`src/rtl/shared_reg_arbiter_if.sv`:
```
// Bus between the requesters and the shared-register arbiter.
//   req/lock/wdata : requester -> arbiter (one bit / one WIDTH slice per requester)
//   gnt/ack        : arbiter -> requesters, one-hot or zero
//   q/q_valid      : shared register contents and "written since reset" flag
//   owner/busy     : current owner index (meaningful while busy) and GRANT state
interface shared_reg_arbiter_if #(
  parameter int NREQ  = 4,
  parameter int WIDTH = 8
);
  localparam int OW = $clog2(NREQ);

  logic [NREQ-1:0]       req;
  logic [NREQ-1:0]       lock;
  logic [NREQ*WIDTH-1:0] wdata;
  logic [NREQ-1:0]       gnt;
  logic [NREQ-1:0]       ack;
  logic [WIDTH-1:0]      q;
  logic                  q_valid;
  logic [OW-1:0]         owner;
  logic                  busy;

  modport master (output req, lock, wdata,
                  input  gnt, ack, q, q_valid, owner, busy);
  modport slave  (input  req, lock, wdata,
                  output gnt, ack, q, q_valid, owner, busy);
endinterface

```
`src/rtl/shared_reg_arbiter.sv`:
```
// Round-robin arbiter and write sequencer for one shared WIDTH-bit register.
// The owner may lock for up to MAX_BURST back-to-back writes; every write is
// acknowledged one cycle later and a dead IDLE cycle separates owners.
//   clk   : rising-edge clock
//   reset : synchronous, active-high
//   bus   : slave side of shared_reg_arbiter_if (req/lock/wdata in,
//           gnt/ack/q/q_valid/owner/busy out)
module shared_reg_arbiter #(
  parameter int NREQ      = 4,
  parameter int WIDTH     = 8,
  parameter int MAX_BURST = 4
) (
  input logic                clk,
  input logic                reset,
  shared_reg_arbiter_if.slave bus
);
  localparam int          OW = $clog2(NREQ);
  localparam int          CW = $clog2(MAX_BURST + 1);
  localparam int unsigned NR = NREQ;

  typedef enum logic {IDLE, GRANT} state_t;

  state_t           state, state_n;
  logic [NREQ-1:0]  gnt_r, gnt_n;
  logic [NREQ-1:0]  ack_r, ack_n;
  logic [WIDTH-1:0] q_r, q_n, wsel;
  logic             qv_r, qv_n;
  logic [OW-1:0]    owner_r, owner_n;
  logic [OW-1:0]    ptr_r, ptr_n;
  logic [OW-1:0]    cand;
  logic [CW-1:0]    cnt_r, cnt_n, cnt_inc;
  logic             found;
  logic             release_o;

  // Owner's data slice, selected with constant indices only.
  always_comb begin
    wsel = '0;
    for (int unsigned i = 0; i < NR; i++) begin
      if (owner_r == OW'(i)) wsel = bus.wdata[i*WIDTH +: WIDTH];
    end
  end

  always_comb begin
    state_n   = state;
    gnt_n     = gnt_r;
    ack_n     = '0;
    q_n       = q_r;
    qv_n      = qv_r;
    owner_n   = owner_r;
    ptr_n     = ptr_r;
    cnt_n     = cnt_r;
    cnt_inc   = cnt_r + CW'(1);
    found     = 1'b0;
    cand      = '0;
    release_o = 1'b0;
    unique case (state)
      IDLE: begin
        // Scan ptr, ptr+1, ... wrapping; first requester found wins.
        for (int unsigned k = 0; k < NR; k++) begin
          cand = OW'((32'(ptr_r) + k) % NR);
          if (!found && bus.req[cand]) begin
            found       = 1'b1;
            owner_n     = cand;
            gnt_n       = '0;
            gnt_n[cand] = 1'b1;
          end
        end
        if (found) begin
          cnt_n   = '0;
          state_n = GRANT;
        end
      end
      GRANT: begin
        if (bus.req[owner_r]) begin
          q_n            = wsel;
          qv_n           = 1'b1;
          ack_n[owner_r] = 1'b1;
          cnt_n          = cnt_inc;
          // Counter never wraps: hitting MAX_BURST forces release.
          release_o = !bus.lock[owner_r] || (cnt_inc == CW'(MAX_BURST));
        end else begin
          release_o = 1'b1;
        end
        if (release_o) begin
          gnt_n   = '0;
          ptr_n   = (owner_r == OW'(NREQ - 1)) ? '0 : owner_r + OW'(1);
          state_n = IDLE;
        end
      end
      default: state_n = IDLE;
    endcase
  end

  always_ff @(posedge clk) begin
    if (reset) begin
      state   <= IDLE;
      gnt_r   <= '0;
      ack_r   <= '0;
      q_r     <= '0;
      qv_r    <= 1'b0;
      owner_r <= '0;
      ptr_r   <= '0;
      cnt_r   <= '0;
    end else begin
      state   <= state_n;
      gnt_r   <= gnt_n;
      ack_r   <= ack_n;
      q_r     <= q_n;
      qv_r    <= qv_n;
      owner_r <= owner_n;
      ptr_r   <= ptr_n;
      cnt_r   <= cnt_n;
    end
  end

  assign bus.gnt     = gnt_r;
  assign bus.ack     = ack_r;
  assign bus.q       = q_r;
  assign bus.q_valid = qv_r;
  assign bus.owner   = owner_r;
  assign bus.busy    = (state == GRANT);
endmodule

```
`src/flat_wrapper.sv`:
```
// flat-port wrapper written by rule: the top's interface ports become plain ports
module shared_reg_arbiter_flat 
#(
  parameter int NREQ      = 4,
  parameter int WIDTH     = 8,
  parameter int MAX_BURST = 4
)
  (clk, reset, bus_req, bus_lock, bus_wdata, bus_gnt, bus_ack, bus_q, bus_q_valid, bus_owner, bus_busy);
  shared_reg_arbiter_if #(.NREQ(NREQ), .WIDTH(WIDTH)) bus_i ();
  input logic clk;
  input logic reset;
  input wire logic [$bits(bus_i.req)-1:0] bus_req;
  input wire logic [$bits(bus_i.lock)-1:0] bus_lock;
  input wire logic [$bits(bus_i.wdata)-1:0] bus_wdata;
  output wire logic [$bits(bus_i.gnt)-1:0] bus_gnt;
  output wire logic [$bits(bus_i.ack)-1:0] bus_ack;
  output wire logic [$bits(bus_i.q)-1:0] bus_q;
  output wire logic [$bits(bus_i.q_valid)-1:0] bus_q_valid;
  output wire logic [$bits(bus_i.owner)-1:0] bus_owner;
  output wire logic [$bits(bus_i.busy)-1:0] bus_busy;
  assign bus_i.req = bus_req;
  assign bus_i.lock = bus_lock;
  assign bus_i.wdata = bus_wdata;
  assign bus_gnt = bus_i.gnt;
  assign bus_ack = bus_i.ack;
  assign bus_q = bus_i.q;
  assign bus_q_valid = bus_i.q_valid;
  assign bus_owner = bus_i.owner;
  assign bus_busy = bus_i.busy;
  shared_reg_arbiter #(.NREQ(NREQ), .WIDTH(WIDTH), .MAX_BURST(MAX_BURST)) u_core (.clk(clk), .reset(reset), .bus(bus_i));
endmodule
```
`config.mk`:
```
export PLATFORM = sky130hd
export DESIGN_NAME = shared_reg_arbiter_flat
export DESIGN_NICKNAME = d
export VERILOG_FILES = /design/src/rtl/shared_reg_arbiter_if.sv /design/src/rtl/shared_reg_arbiter.sv /design/src/flat_wrapper.sv
export SDC_FILE = /design/constraint.sdc
export NUM_CORES = 1
export LEC_CHECK = 0
export ABC_AREA = 1
export BUFFER_PORTS_ARGS = -buffer_cell sky130_fd_sc_hd__buf_2
export CAP_MARGIN = 20
export CORE_MARGIN = 3
export CORE_UTILIZATION = 54
export DETAILED_ROUTE_END_ITERATION = 8
export PLACE_DENSITY = 0.93
export SYNTH_ARGS = -nofsm -noshare
export SYNTH_HDL_FRONTEND = slang
export SYNTH_SLANG_ARGS = --single-unit
export TNS_END_PERCENT = 30
```
`constraint.sdc`:
```
create_clock -name clk -period 2.85 [get_ports clk]
set_input_delay 0.57 -clock clk [delete_from_list [all_inputs] [get_ports clk]]
set_output_delay 0.57 -clock clk [all_outputs]
set_load 0.05 [all_outputs]
```
==> impl_summary.md <==
Timing
Between clock sinks in the finished design, the worst skew comes to 0.0113 ns. Setup repair after global routing left no endpoint under its margin. Based on the critical path, the design can be clocked at up to 462 MHz.

For the finished layout, the period the worst path requires is about 2.2 ns. At the pin with the least slew margin, the transition time is 0.540 ns. Setup violations remaining at the end of the flow were counted as 0. In the finished design, the share of the clock period the worst path needs comes to 75.9%. Summed over all failing endpoints, the final setup total negative slack is 0 ns.

Headroom to the max-slew limit came out at between 60% and 70%. The number of max-slew violations in the final report is 0. Across all setup checks in the final design, the least slack found is 0.687 ns. The final number of hold-violating endpoints is 0.

CTS
The largest buffer count on any clock path is 2. The tree built by TritonCTS fans out to 25 sinks. The clock-pin transition on the worst setup and hold timing paths is approximately 0.13 ns. The worst-skew pair later-pin latency is about 0.32 ns. The number of hold buffers added after cts is 0.

TritonCTS created 3 clock buffers. In this run the clock root is driven by a clkbuf_4. Post-CTS timing repair inserted 0 buffers for setup. TritonCTS built the clock tree. The count of cells resized by post-cts repair is 0. In this run the number of H-tree levels came out at 1.

Global route
The overall track demand over capacity in global routing is 22.7%. The pin count of the biggest net entering global routing is 16. The first global-routing pass estimated 7580 µm of wire. The via count of the first global-routing pass came to 1783.

The number of antenna violations at the first check in global routing is 0. Summed over all layers, the global routing overflow is 0.

Synthesis
Among all flip-flop cells after synthesis, the most frequent one is dfxtp_1. The area share of the leading cell type in the synthesized netlist is 28.1%. Counting flops and latches in the post-synthesis netlist gives 25. The biggest area contributor in the post-synthesis netlist is dfxtp_1. The warning count from the yosys run is 0. A synthesized cell averages between 7 and 8 µm².

After synthesis, the cell types taking the most area are dfxtp_1 28%, nand3_1 8.7%, nand2_1 8.0%. The number of standard cells after synthesis is 241. Synthesis instantiated 29 different standard cells from the library. The number of nets in the synthesized netlist is 293.

The number of enable-type register cells in the synthesized netlist is 0. The synthesized netlist occupies a cell area of 0.00178 mm². Of all flip-flops after synthesis, the portion carrying an async set or reset was 0%.

Sequential elements use between 20% and 30% of the synthesized area.

Worst setup path
The critical path in this run is classified as flop to flop. The highest-delay cell along the critical path is dfxtp_1. The launch point of the worst path is u_core.ptr_r[0].

The worst setup path is captured at a flop. The number of cells traversed by the worst register-to-register path is 9. The worst register-to-register path begins at u_core.ptr_r[0]. In this run the critical register-to-register path is captured at u_core.cnt_r[0]. The launching element type of the critical path is a flop.

Traced cell by cell, the critical path runs through inv_6 -> ha_1 -> inv_1 -> nand3_1 -> nand2_4 -> nand2_2 -> o31ai_4 -> nand2_1 -> a21oi_1. For flop-to-flop paths, the worst setup slack is 0.69 ns. The data required time of the critical path is 3.11 ns. Data arrives at the worst endpoint at ~2.4 ns. The last element of the critical path is u_core.cnt_r[0]. In this run the worst path has a maximum fanout of 10. The largest single stage delay on the critical path is ~0.64 ns.

Power
The standby leakage power is 1.07 nW. The part of the total power dissipated in the clock network is about 7.4%. Of the total power, combinational logic draws 67.8%.

The power density over the cells is 1010 mW/mm². The switching fraction of total power is 56.0%. Internal power comes to roughly 950 µW.

In this run the power spent charging and discharging nets is 1.21 mW. Of the total power, registers draw ~25%. The peak ir drop on the vdd network is 0.000529 V.

Placed design
Routability-driven placement finished with a final weighted congestion of 0.922. The pre-CTS worst setup slack is 0.722 ns. The wire-length estimate of the detail-placed layout is 3600 µm. The total of buffers placed on input and output ports is 61.

Floorplanning
For this design the top-level I/O count stands at 62. The floorplan die width is 63.4 µm. The core region is slightly above 0.003 mm².

Measured along the y axis, the die boundary spans 63.4 µm. The site row count is 20. The die footprint is 0.00402 mm². The initial cell density of the core is 57.4%.

Routing
The wire length per cell is 13.5 µm. In the routed layout, each cell is associated on average with a via count of 5.65. In this run, the number of DRC markers left after iteration 0 of detailed routing was between 150 and 200. The remaining design rule violation count is 0. Once detail routing completed, the nets flagged for antenna violations numbered 0.

The routed wire length is 4600 µm. For this block, the via count after detailed routing is 1928. The total iterations of the first detailed-routing run is 4.

Hold path
The min-delay analysis places its worst path in the category flop to flop. The startpoint of the tightest hold check path is u_core.bus.q_valid.

Cells and area
The layout has 291 filler cells. In the layout the commonest cells are 61 x buf_2, 38 x nand2_1, 31 x nand3_1. The antenna diode instance count is 0. Compared with the post-synthesis result, the final layout area differs by 19.3%. The number of nets at the end of the flow is 350. The post-route netlist has between 30 and 40% of its cells at a drive strength greater than 1. The most common cell after layout, fill and taps aside is buf_2.

Run status
The run finished with clean final reports.

Run
Max-cap violations in this run came to 0.
==> cell type report <==
class                      instances  area (µm²)  area share [%]
sequential                        25         500            23.5
clock buffer                       3        22.5            1.06
clock inverter                     1        5.00           0.235
tap                               44        55.1            2.59
timing repair buffer              61         305            14.4
inverter                          22        88.8            4.18
multi-input combinational        185        1150            54.0
==> worst min path at each step <==
stage,cells after the start,end,slack (ns)
global route,2,u_core.bus.gnt[1],0.50
global placement,2,u_core.bus.gnt[3],0.45
finish,2,u_core.bus.q_valid,0.47
floorplan,1,u_core.cnt_r[0],0.46
CTS,2,u_core.bus.q_valid,0.47
detailed placement,2,u_core.bus.q_valid,0.45
==> cells by family after synthesis <==
group                    synth area share, %
flip-flops                              28.1
XOR/XNOR                               0.983
AND/OR/NAND/NOR                         34.0
AO/OA/AOI/OAI                           22.5
buffers and inverters                   7.44
adder cells (fa/ha/maj)                 7.02
==> power by group through the flow <==
| stage | clock (mW) | combinational, mW | sequential [mW] |
|---|---|---|---|
| 2_1_floorplan | 0 | 0.934 | 0.766 |
| 3_3_place_gp | 0 | 1.42 | 0.540 |
| 3_5_place_dp | 0 | 1.45 | 0.539 |
| 4_1_cts | 0.156 | 1.45 | 0.534 |
| 5_1_grt | 0.170 | 1.60 | 0.547 |
| 6_report | 0.159 | 1.46 | 0.535 |
==> flip-flops by register name (all words and copies together) (netlist names) <==
register	cells
u_core.bus.q	8
u_core.bus.busy	1
u_core.bus.gnt	4
u_core.bus.q_valid	1
u_core.ptr_r	2
u_core.bus.ack	4
u_core.bus.owner	2
u_core.cnt_r	3
==> per-layer routing <==
layer,GRT usage (%),share of wire (%),vias to the layer above
met5,0,0,-
met4,7.01,1.6,0
met3,4.99,7.8,11
met2,38.6,48,99
met1,28.4,42,873
li1,-,-,945
==> synth_stat cells, types with 2 or more instances <==
master and count:
dfxtp_1 25, nand2_1 38, nand3_1 31, a221o_1 8, ha_1 10, buf_2 2
o21ai_1 2, nand2_2 9, clkbuf_1 6, o211ai_1 9, xor2_1 2, nand3_4 4
inv_1 17, a21oi_1 27, o21ai_0 14, nand2_4 5, nor2_1 19, clkinv_1 2
==> worst max-delay path, delay by kind of cell, from the launching register on <==
| family | cells | cell delay, ns |
|---|---|---|
| DFF | 1 | 0.64 |
| and+or+nand+nor | 4 | 0.45 |
| AOI/OAI and AO/OA | 2 | 0.42 |
| adders and majority gates | 1 | 0.37 |
| buffers and inverters | 2 | 0.22 |
==> metrics by stage <==
step	std cells	area, µm²	hold slack (ns)	total power, mW	util (%)
finish	341	2130	0.470	2.16	68.5
CTS	341	2130	0.470	2.14	68.5
global placement	337	2100	0.450	1.96	67.6
floorplan	241	1780	0.461	1.70	-
global route	341	2130	0.502	2.31	68.5
detailed placement	337	2100	0.451	1.99	67.6
Power figures use the tool's default switching activity.
